$ cat config.mk
export PLATFORM = sky130hd
export DESIGN_NAME = operand_loader_flat
export DESIGN_NICKNAME = d
export VERILOG_FILES = /design/src/rtl/operand_loader_pkg.sv /design/src/rtl/operand_loader_if.sv /design/src/rtl/operand_loader_edge_detect.sv /design/src/rtl/operand_loader.sv /design/src/flat_wrapper.sv
export SDC_FILE = /design/constraint.sdc
export NUM_CORES = 1
export LEC_CHECK = 0
export BUFFER_PORTS_ARGS = -buffer_cell sky130_fd_sc_hd__buf_4
export CORE_MARGIN = 2
export CORE_UTILIZATION = 50
export CTS_CLUSTER_DIAMETER = 100
export CTS_CLUSTER_SIZE = 10
export DETAILED_ROUTE_END_ITERATION = 10
export PLACE_DENSITY = 0.83
export SLEW_MARGIN = 20
export SYNTH_ARGS = -nofsm -noshare
export SYNTH_HDL_FRONTEND = slang
export SYNTH_SLANG_ARGS = --single-unit
$ cat constraint.sdc
create_clock -name clk -period 2 [get_ports clk]
set_input_delay 0.1 -clock clk [delete_from_list [all_inputs] [get_ports clk]]
set_output_delay 0.1 -clock clk [all_outputs]
set_load 0.01 [all_outputs]
$ cat src/rtl/operand_loader_pkg.sv
// Shared definitions for the operand loader: sequencer states, default widths
// and the operation codes the downstream ALU decodes.
package operand_loader_pkg;

  localparam int DEF_WIDTH = 4;
  localparam int DEF_OPW   = 3;

  typedef enum logic [1:0] {
    LOAD_A  = 2'd0,
    LOAD_B  = 2'd1,
    LOAD_OP = 2'd2,
    READY   = 2'd3
  } state_e;

  // Operation codes as seen on Op by the ALU operation units
  localparam logic [DEF_OPW-1:0] OP_AND = 3'd0;
  localparam logic [DEF_OPW-1:0] OP_OR  = 3'd1;
  localparam logic [DEF_OPW-1:0] OP_XOR = 3'd2;
  localparam logic [DEF_OPW-1:0] OP_ADD = 3'd3;
  localparam logic [DEF_OPW-1:0] OP_SUB = 3'd4;
  localparam logic [DEF_OPW-1:0] OP_NOT = 3'd5;

endpackage

$ cat src/rtl/operand_loader_if.sv
// Board-side bundle of the operand loader: switches/buttons in, captured
// operands and status out.
interface operand_loader_if
  import operand_loader_pkg::*;
#(
  parameter int WIDTH = DEF_WIDTH,
  parameter int OPW   = DEF_OPW
);
  logic [WIDTH-1:0] D;
  logic             Load;
  logic             Clear;
  logic [WIDTH-1:0] A;
  logic [WIDTH-1:0] B;
  logic [OPW-1:0]   Op;
  logic             Ready;
  logic             Start;
  logic [1:0]       Step;

  modport master (output D, Load, Clear, input A, B, Op, Ready, Start, Step);
  modport slave  (input D, Load, Clear, output A, B, Op, Ready, Start, Step);
endinterface

$ cat src/rtl/operand_loader_edge_detect.sv
// Rising-edge detector: one cycle of history, pulse while din is high and the
// previous sampled value was low.
module edge_detect (
  input  logic clk,
  input  logic rst,
  input  logic din,
  output logic pulse
);
  logic din_q;
  logic din_d;

  always_comb din_d = din;

  always_ff @(posedge clk or posedge rst) begin
    if (rst) din_q <= 1'b0;
    else     din_q <= din_d;
  end

  assign pulse = din & ~din_q;
endmodule

$ cat src/rtl/operand_loader.sv
// Sequential ALU front end: captures A, B and Op from one data bus on
// successive Load presses and presents them as a stable, valid set.
module operand_loader
  import operand_loader_pkg::*;
#(
  parameter int WIDTH = DEF_WIDTH,
  parameter int OPW   = DEF_OPW
) (
  input  logic            clk,
  input  logic            rst,
  operand_loader_if.slave bus
);
  state_e           state_q, state_d;
  logic [WIDTH-1:0] a_q, a_d;
  logic [WIDTH-1:0] b_q, b_d;
  logic [OPW-1:0]   op_q, op_d;
  logic             start_q, start_d;
  logic             load_evt;

  // The edge register samples Load regardless of Clear, so a held button
  // cannot fire again once Clear is released.
  edge_detect u_load_edge (
    .clk   (clk),
    .rst   (rst),
    .din   (bus.Load),
    .pulse (load_evt)
  );

  always_comb begin
    state_d = state_q;
    a_d     = a_q;
    b_d     = b_q;
    op_d    = op_q;
    start_d = 1'b0;
    if (bus.Clear) begin
      state_d = LOAD_A;
      a_d     = '0;
      b_d     = '0;
      op_d    = '0;
    end else if (load_evt) begin
      unique case (state_q)
        LOAD_A, READY: begin
          a_d     = bus.D;
          state_d = LOAD_B;
        end
        LOAD_B: begin
          b_d     = bus.D;
          state_d = LOAD_OP;
        end
        LOAD_OP: begin
          op_d    = bus.D[OPW-1:0];
          state_d = READY;
          start_d = 1'b1;
        end
        default: state_d = LOAD_A;
      endcase
    end
  end

  always_ff @(posedge clk or posedge rst) begin
    if (rst) begin
      state_q <= LOAD_A;
      a_q     <= '0;
      b_q     <= '0;
      op_q    <= '0;
      start_q <= 1'b0;
    end else begin
      state_q <= state_d;
      a_q     <= a_d;
      b_q     <= b_d;
      op_q    <= op_d;
      start_q <= start_d;
    end
  end

  assign bus.A     = a_q;
  assign bus.B     = b_q;
  assign bus.Op    = op_q;
  assign bus.Ready = (state_q == READY);
  assign bus.Start = start_q;
  assign bus.Step  = state_q;
endmodule

$ cat src/flat_wrapper.sv
// flat-port wrapper written by rule: the top's interface ports become plain ports
module operand_loader_flat import operand_loader_pkg::*;
#(
  parameter int WIDTH = DEF_WIDTH,
  parameter int OPW   = DEF_OPW
)
  (clk, rst, bus_D, bus_Load, bus_Clear, bus_A, bus_B, bus_Op, bus_Ready, bus_Start, bus_Step);
  operand_loader_if #(.WIDTH(WIDTH), .OPW(OPW)) bus_i ();
  input  logic clk;
  input  logic rst;
  input wire logic [$bits(bus_i.D)-1:0] bus_D;
  input wire logic [$bits(bus_i.Load)-1:0] bus_Load;
  input wire logic [$bits(bus_i.Clear)-1:0] bus_Clear;
  output wire logic [$bits(bus_i.A)-1:0] bus_A;
  output wire logic [$bits(bus_i.B)-1:0] bus_B;
  output wire logic [$bits(bus_i.Op)-1:0] bus_Op;
  output wire logic [$bits(bus_i.Ready)-1:0] bus_Ready;
  output wire logic [$bits(bus_i.Start)-1:0] bus_Start;
  output wire logic [$bits(bus_i.Step)-1:0] bus_Step;
  assign bus_i.D = bus_D;
  assign bus_i.Load = bus_Load;
  assign bus_i.Clear = bus_Clear;
  assign bus_A = bus_i.A;
  assign bus_B = bus_i.B;
  assign bus_Op = bus_i.Op;
  assign bus_Ready = bus_i.Ready;
  assign bus_Start = bus_i.Start;
  assign bus_Step = bus_i.Step;
  operand_loader #(.WIDTH(WIDTH), .OPW(OPW)) u_core (.clk(clk), .rst(rst), .bus(bus_i));
endmodule
* Word level (Yosys, flattened, before mapping)
Cells that the tools add are included.
** Storage, ports and cells
- Register bits :: 15
- Bits of input ports :: 8
** Cells by class
- Reduce and logical (&&, ||, !) cells :: 9
- Equality and inequality tests :: 3
- Bitwise gates (word level) :: 2
- Mux-type cells :: 15
** Operator list (number)
- 4-bit 2-to-1 mux :: 6
- 3-bit 2-to-1 mux :: 3
- 2-bit nonzero test :: 4
- 2-bit one-hot mux with 3 select lines :: 1
- 2-bit AND reduction :: 3
- 2-bit == test (second input constant) :: 2
- 2-bit 2-to-1 mux :: 2
- 1-bit 2-to-1 mux :: 3
- 2-bit by 1-bit == test with 1-bit output (second input constant) :: 1
- 2-bit zero test :: 1
- 2-bit OR reduction :: 1
- 1-bit AND :: 1
- 1-bit inverter :: 1

* Logic depth before layout (Yosys ltp)
Gate-level depths: netlist (run 1).
- Word-level depth :: 5
- Mapped depth :: 5

* Cells and area by module
A second synthesis (run 1) with hierarchy kept.
** Second synthesis, totals
- Cells, all modules :: 60
- Area total of the unflattened synthesis :: 711.9 um2
** Modules (own cells, without submodules)
- operand_loader :: times used 1, cells each 57, area each 669.4 um2, sequential area each 350.3 um2
- edge_detect :: times used 1, cells each 3, area each 42.5 um2, sequential area each 25.0 um2

* Least setup slack after synthesis (run 1)
Ideal clock, no wire load.
- Path kind :: reg-to-reg
- Start point :: reg u_core.state_q[0] (netlist: u_core.bus.Step[0])
- End point :: reg u_core.a_q[0] (netlist: u_core.bus.A[0])
- Library setup time :: 0.078 ns
- Setup slack :: 0.767 ns
- Period minus slack after synthesis :: 1.233 ns
- Required time :: 1.922 ns
- Stages on the path, launching flop included :: 6
- Arrival time :: 1.155 ns
- Buffers on the path :: 0
- Cell sequence :: dfrtp_1 > inv_1 > ha_1 > nand3b_1 > nand2_1 > a21oi_1
** On the way
- Longest elaborated chain between the ends :: 4
- Elaborated cells between the ends (all ways) :: 5
- Classes of those cells :: 1 x eq/ne; 4 x reduce/logical
** RTL lines
- start: declaration :: RTL line operand_loader.sv:13 : state_e state_q, state_d;
- start signal: assignment :: RTL line operand_loader.sv:68 : state_q <= state_d;
- 2-bit == test or 2-bit zero test (tied branches) :: RTL line operand_loader.sv:41 : unique case (state_q)
- 2-bit OR reduction * :: RTL line operand_loader.sv:41
- 2-bit nonzero test (no source line) *
- 2-bit AND reduction (no source line) *
- end signal: assignment :: RTL line operand_loader.sv:63 : a_q <= '0;
- end signal: assignment :: RTL line operand_loader.sv:69 : a_q <= a_d;
- end: declaration :: RTL line operand_loader.sv:14 : logic [WIDTH-1:0] a_q, a_d;
Mark *: on every way between the ends. The rest lies on a longest branch, timed or not.
A chain may end at the register's enable or synchronous reset.

* Worst setup path in the final report (run 1)
- Start point :: reg u_core.state_q[0] (netlist: u_core.bus.Step[0])
- End point :: reg u_core.a_q[1] (netlist: u_core.bus.A[1])
The elaborated chain is that of the path after synthesis.

==> results.rst, run 1 <==
.. list-table::
   :header-rows: 1

   * - Metric
     - Value
   * - Highest-count cells in the layout ignoring fill and taps
     - sky130_fd_sc_hd__buf_4, sky130_fd_sc_hd__dfrtp_1, sky130_fd_sc_hd__nand3_1, sky130_fd_sc_hd__nand2_1, sky130_fd_sc_hd__a21oi_1
   * - Max-Slew Margin vs Limit
     - 62.55%
   * - Global-route wire length before repair
     - 2.159 mm
   * - Sum of routed wire length over all layers
     - 1.369 mm
   * - Mapped Nets
     - 76
   * - Total via count in the routed design
     - 565
   * - Number of distinct standard cells referenced by the synthesized netlist
     - 13
   * - Finish-stage setup viols
     - 0
   * - Number of instances resized during post-cts repair
     - 0
   * - TritonCTS clock tree
     - built
   * - Insertion delay to the later sink of the worst-skew pair
     - 0.28 ns
   * - Mean post-synth cell area
     - 10.07 sq um
   * - Routability-driven placement congestion ratio
     - 0.7939
   * - Number of warning messages in the yosys log
     - 0
   * - Number of global-route vias before repair
     - 499
   * - Sequential-to-total area share from yosys stat
     - 57.36%
   * - Setup repair after global routing missed its margin
     - false
   * - Synth Instances
     - 65
   * - Worst path arrival time
     - 1.54 ns
   * - Leading cell type in the layout, fill and taps excluded
     - sky130_fd_sc_hd__buf_4
   * - Remaining Overflow, GRT
     - 0
   * - Clock Skews
     - 0.01211 ns
   * - Startpoint type of the worst setup path
     - flop
   * - ANT nets after route
     - 0
   * - NumNets Final
     - 103
   * - Shortest period the worst path allows
     - 1.331 ns
   * - Type of the setup path with the least slack
     - reg2reg
   * - Routed vias/inst
     - 5.330
   * - CTS sink count
     - 15
   * - Post-route total power
     - 579.1 uW
   * - Post-synthesis instance area
     - 654.4 sq um
   * - Clock edge transition at the registers on the reported setup and hold paths
     - 0.10 ns
   * - Max stage delay cell, worst path
     - sky130_fd_sc_hd__dfrtp_1
   * - Maximum ir drop on the vdd rail
     - 0.0004591 V
   * - Final Hold Fails
     - 0
   * - DR pass1 iterations
     - 4
   * - Post-CTS setup buffers
     - 0
   * - Delay of the slowest cell on the worst path
     - 0.41 ns
   * - Buffer type at the clock tree root
     - sky130_fd_sc_hd__clkbuf_4
   * - Sum of negative setup slack
     - 0 ns
   * - Worst EP required
     - 2.21 ns
   * - Share of cells above drive strength 1
     - 30.77%
   * - Count of buffers inserted at the top-level ports
     - 22
   * - Static Leakage
     - 0.0004266 uW
   * - Critical path endpoint category
     - flop
   * - Upper clock frequency limit
     - 751.3 MHz
   * - I/O pin count
     - 23
   * - Crit-path cells
     - inv_1 -> ha_1 -> nand3b_1 -> nand2_1 -> a21oi_1
   * - Largest net degree at the start of global routing
     - 16
   * - Iteration-0 DRC count of the detailed router
     - 18
   * - Result of the run
     - complete, no violations
   * - WL per Instance
     - 12.92 microns
   * - Area of the core region
     - 0.001252 sq mm
   * - Number of pins with negative max-slew slack in the final report
     - 0
   * - Total power per unit cell area
     - 665.0 mW/mm^2
   * - Horizontal extent of the die
     - 40.18 microns
   * - Number of clock buffers inserted by TritonCTS
     - 3
   * - Number of violations of the max-capacitance limit
     - 0
   * - Synth-to-layout area growth
     - 33.08%
   * - Number of H-tree branching levels
     - 1
   * - DRC errors left
     - 0
   * - Synthesized flop and latch total
     - 15
   * - # diodes
     - 0
   * - Maximum number of buffers from clock root to sink
     - 2
   * - Share of the clock period used by the worst path after layout
     - 66.55%
   * - Core Rows
     - 13
   * - Die outline area
     - 0.001614 sq mm
   * - Worst min path class
     - in2reg
   * - Largest fanout on the critical path
     - 5
   * - Worst slew pin tran
     - 0.5611 ns
   * - Initial antenna violation count
     - 0
   * - Die extent in y
     - 40.18 microns
   * - GRT Total Usage
     - 20.42%
   * - Initial standard-cell utilization of the core
     - 52.25%
[metrics by stage]
step	util [%]	hold WS [ns]	instance area [sq um]	cells	setup WS (ns)
after CTS	69.53	0.06617	870.8	106	0.6684
after detailed placement	65.73	0.1912	823.3	100	0.6705
after global placement	65.73	0.1785	823.3	100	0.7780
final	69.53	0.06831	870.8	106	0.6690
after floorplan	-	0.001479	654.4	65	0.7665
after global routing	69.53	0.05850	870.8	106	0.5813
[where the power goes]
group / leakage, uW / internal (uW) / total [uW] / switching, uW
registers: 0.000204 / 313 / 322 / 9.07
logic: 0.000205 / 38.6 / 83.6 / 45.1
clock network: 0.0000177 / 74.2 / 173 / 98.9
[logic make-up after synthesis]
kind of cell | after synthesis | synth area share, %
and+or+nand+nor | 29 | 21.99
DFF | 15 | 57.36
AOI/OAI and AO/OA | 12 | 9.177
buffers and inverters | 5 | 4.015
adders and majority gates | 3 | 5.737
muxes | 1 | 1.721
[layer usage]
metal / part of all wire [%] / track usage, % / wire length (microns)
met4: 1.1 / 9.167 / 15
met5: 0 / 0 / 0
met3: 6.6 / 4.444 / 90
met1: 43 / 27.72 / 592
met2: 49 / 31.05 / 670
[flip-flops by register name, indices dropped and copies added, names as in the netlist]
| name | flops |
|---|---|
| u_core.bus.Step | 2 |
| u_core.u_load_edge.din_q | 1 |
| u_core.bus.A | 4 |
| u_core.bus.B | 4 |
| u_core.bus.Op | 3 |
| u_core.bus.Start | 1 |
[critical path, delay by kind of cell, from the launching register on]
family / cells / cell delay (ns)
DFF: 1 / 0.41
buffers and inverters: 1 / 0.09
AOI/OAI and AO/OA: 1 / 0.15
and+or+nand+nor: 2 / 0.26
adders and majority gates: 1 / 0.36
[path summary, 6_finish.rpt]
check	startpoint	end	slack (ns)	cells past startpoint
max	u_core.bus.Step[0]	u_core.bus.A[1]	0.67	5
min	bus_Clear	u_core.bus.A[0]	0.07	2
max reg2reg	u_core.bus.Step[0]	u_core.bus.A[1]	0.67	5
min reg2reg	u_core.bus.B[2]	u_core.bus.B[2]	0.53	2
max in group asynchronous	rst	u_core.bus.Op[2]	1.21	3
min in group asynchronous	rst	u_core.bus.Step[1]	0.41	3
[synth_stat cells (all sizes together)]
master	n	area, sq um
dfrtp	15	375.4
a21oi	11	55.05
nand2	11	41.29
nand3	11	55.05
ha	3	37.54
inv	3	11.26
nand3b	3	22.52
nor2	3	11.26
buf	1	11.26
clkbuf	1	3.750
mux2	1	11.26
nor2b	1	13.76
o21ai	1	5.000
[repair_timing]
item	in CTS	in global routing
hold buffers	2	0
endpoints found under the hold margin	16	0
endpoints found under the setup margin	0	0
[area by class of cell]
type | instances | area, sq um
tap | 15 | 18.77
timing repair buffer | 24 | 185.2
fill | 100 | 381.6
multi-input combinational | 45 | 252.7
clock buffer | 3 | 22.52
clock inverter | 1 | 5.005
sequential | 15 | 375.4
inverter | 3 | 11.26
Note: power is estimated with default switching activity, not from simulation.
==> run 2, diff against run 1 <==
--- a/config.mk
+++ b/config.mk
@@ -7,11 +7,11 @@
 export LEC_CHECK = 0
 export BUFFER_PORTS_ARGS = -buffer_cell sky130_fd_sc_hd__buf_4
 export CORE_MARGIN = 2
-export CORE_UTILIZATION = 50
+export CORE_UTILIZATION = 46
 export CTS_CLUSTER_DIAMETER = 100
 export CTS_CLUSTER_SIZE = 10
 export DETAILED_ROUTE_END_ITERATION = 10
-export PLACE_DENSITY = 0.83
+export PLACE_DENSITY = 0.78
 export SLEW_MARGIN = 20
 export SYNTH_ARGS = -nofsm -noshare
 export SYNTH_HDL_FRONTEND = slang
==> constraint.sdc (replaced) <==
create_clock -name clk -period 1.35 [get_ports clk]
set_input_delay 0.0675 -clock clk [delete_from_list [all_inputs] [get_ports clk]]
set_output_delay 0.0675 -clock clk [all_outputs]
set_load 0.01 [all_outputs]
==> results.rst, run 2 (same netlist as run 1, synthesis figures left out) <==
.. list-table::
   :header-rows: 1

   * - Metric
     - Value
   * - Worst setup path start
     - u_core.bus.Step[1]
   * - Number of violations of the max-capacitance limit
     - 0
   * - CTS sink count
     - 15
   * - Total power per unit cell area
     - 968.1 mW/mm^2
   * - Delay of the slowest cell on the worst path
     - 0.46 ns
   * - Fill count
     - 110
   * - Final Hold Fails
     - 0
   * - Initial standard-cell utilization of the core
     - 49.67%
   * - Maximum number of buffers from clock root to sink
     - 2
   * - Synth-to-layout area growth
     - 37.09%
   * - Area of the multi-input gates
     - 265.3 sq um
   * - Routed vias/inst
     - 5.167
   * - Clock Skews
     - 0.0007624 ns
   * - Setup repair after global routing missed its margin
     - false
   * - Worst min path class
     - in2reg
   * - TritonCTS clock tree
     - built
   * - Critical path endpoint category
     - flop
   * - DR pass1 iterations
     - 4
   * - Max-Slew Margin vs Limit
     - 62.71%
   * - Buffer type at the clock tree root
     - sky130_fd_sc_hd__clkbuf_4
   * - Leading cell type in the layout, fill and taps excluded
     - sky130_fd_sc_hd__buf_4
   * - Largest net degree at the start of global routing
     - 16
   * - Iteration-0 DRC count of the detailed router
     - 15
   * - Count of buffers inserted at the top-level ports
     - 22
   * - Worst path arrival time
     - 1.45 ns
   * - Clock edge transition at the registers on the reported setup and hold paths
     - 0.09 ns
   * - Number of H-tree branching levels
     - 1
   * - Sequential cell area in the final layout
     - 375.4 sq um
   * - GRT Total Usage
     - 16.94%
   * - Shortest period the worst path allows
     - 1.242 ns
   * - Insertion delay to the later sink of the worst-skew pair
     - 0.28 ns
   * - Finish-stage setup viols
     - 0
   * - Die extent in y
     - 41.72 microns
   * - Area of the core region
     - 0.001318 sq mm
   * - # diodes
     - 0
   * - Initial antenna violation count
     - 0
   * - Startpoint type of the worst setup path
     - flop
   * - Highest-count cells in the layout ignoring fill and taps
     - sky130_fd_sc_hd__buf_4, sky130_fd_sc_hd__dfrtp_1, sky130_fd_sc_hd__nand3_1, sky130_fd_sc_hd__nand2_1, sky130_fd_sc_hd__a21oi_1
   * - Sum of routed wire length over all layers
     - 1.358 mm
   * - Total via count in the routed design
     - 558
   * - NumNets Final
     - 105
   * - Cell count after placement
     - 101
   * - Maximum ir drop on the vdd rail
     - 0.0006897 V
   * - Crit-path cells
     - inv_1 -> ha_1 -> nand3b_1 -> nand2_1 -> a21oi_1
   * - Number of global-route vias before repair
     - 491
   * - Hold path startpoint
     - bus_Clear
   * - I/O pin count
     - 23
   * - Sum of negative setup slack
     - 0 ns
   * - Horizontal extent of the die
     - 41.72 microns
   * - DRC errors left
     - 0
   * - Worst EP required
     - 1.56 ns
   * - Result of the run
     - complete, no violations
   * - Routability-driven placement congestion ratio
     - 0.8070
   * - Upper clock frequency limit
     - 805.1 MHz
   * - Number of clock buffers inserted by TritonCTS
     - 3
   * - Die outline area
     - 0.001740 sq mm
   * - Number of pins with negative max-slew slack in the final report
     - 0
   * - WL per Instance
     - 12.57 microns
   * - Post-Layout Cell Count
     - 108
   * - Share of cells above drive strength 1
     - 32.26%
   * - Largest fanout on the critical path
     - 6
   * - Type of the setup path with the least slack
     - reg2reg
   * - Static Leakage
     - 0.0004346 uW
   * - Hold WS
     - 0.04701 ns
   * - Share of the clock period used by the worst path after layout
     - 92.00%
   * - Worst reg2reg path startpoint
     - u_core.bus.Step[1]
   * - Remaining Overflow, GRT
     - 0
   * - Max stage delay cell, worst path
     - sky130_fd_sc_hd__dfrtp_1
   * - Global-route wire length before repair
     - 2.228 mm
   * - Core Rows
     - 13
   * - Worst slew pin tran
     - 0.5587 ns
   * - ANT nets after route
     - 0
==> run 2: cell count changes in the layout (fill, tap and decap cells not counted), sizes merged <==
cell,delta
clkbuf,+1
buf,+2
clkinv,-1
==> run 2: path summary, 6_finish.rpt <==
path	end	slack, ns	cells past startpoint
setup / recovery	u_core.bus.B[1]	0.11	5
hold / removal	u_core.bus.B[2]	0.05	2
setup reg to reg	u_core.bus.B[1]	0.11	5
hold reg to reg	u_core.bus.B[2]	0.53	2
max in group asynchronous	u_core.bus.A[0]	0.60	3
min in group asynchronous	u_core.bus.Op[2]	0.39	3
==> run 2: routing by layer <==
layer	up-vias	track usage [%]	wire (microns)
met5	-	0	0
met4	0	9.677	28
met3	4	3.043	111
met2	27	22.19	563
met1	252	25.93	654
li1	275	-	-
==> run 2: repair_timing <==
| item | CTS | global route |
|---|---|---|
| hold endpoints to repair | 16 | 0 |
| setup buffers | 0 | 1 |
| hold buffers | 2 | 0 |
| gates resized for setup | 0 | 1 |
| endpoints found under the setup margin | 0 | 5 |
==> run 2: through the flow <==
stage / utilization [%] / area [sq um] / setup slack [ns] / total power [uW]
final: 68.09 / 897.1 / 0.1080 / 868.5
after global routing: 68.09 / 897.1 / 0.007517 / 911.2
after CTS: 66.57 / 877.1 / 0.01672 / 859.6
after detailed placement: 63.06 / 830.8 / 0.04385 / 606.9
after global placement: 63.06 / 830.8 / 0.1171 / 605.1
after floorplan: - / 654.4 / 0.1165 / 550.1
==> run 2: power breakdown <==
group          leakage [uW]  switching (uW)  internal (uW)
sequential         0.000204            12.8            464
clock             0.0000150             140            115
combinational      0.000215            69.3           67.6
total              0.000435             222            646
==> run 2: final cells by class <==
| type | instances | share of cell area, % |
|---|---|---|
| flip-flops and latches | 15 | 41.84 |
| well taps | 15 | 2.092 |
| repair buffers | 26 | 22.32 |
| clock buffers | 4 | 2.929 |
| inverters | 3 | 1.255 |
| multi-input cells | 45 | 29.57 |
==> run 2: critical path, delay by kind of cell, from the launching register on <==
kind / cells / cell delay (ns)
compound gates: 1 / 0.14
buf+inv: 1 / 0.07
flops: 1 / 0.46
simple gates: 2 / 0.24
fa+ha+maj: 1 / 0.25
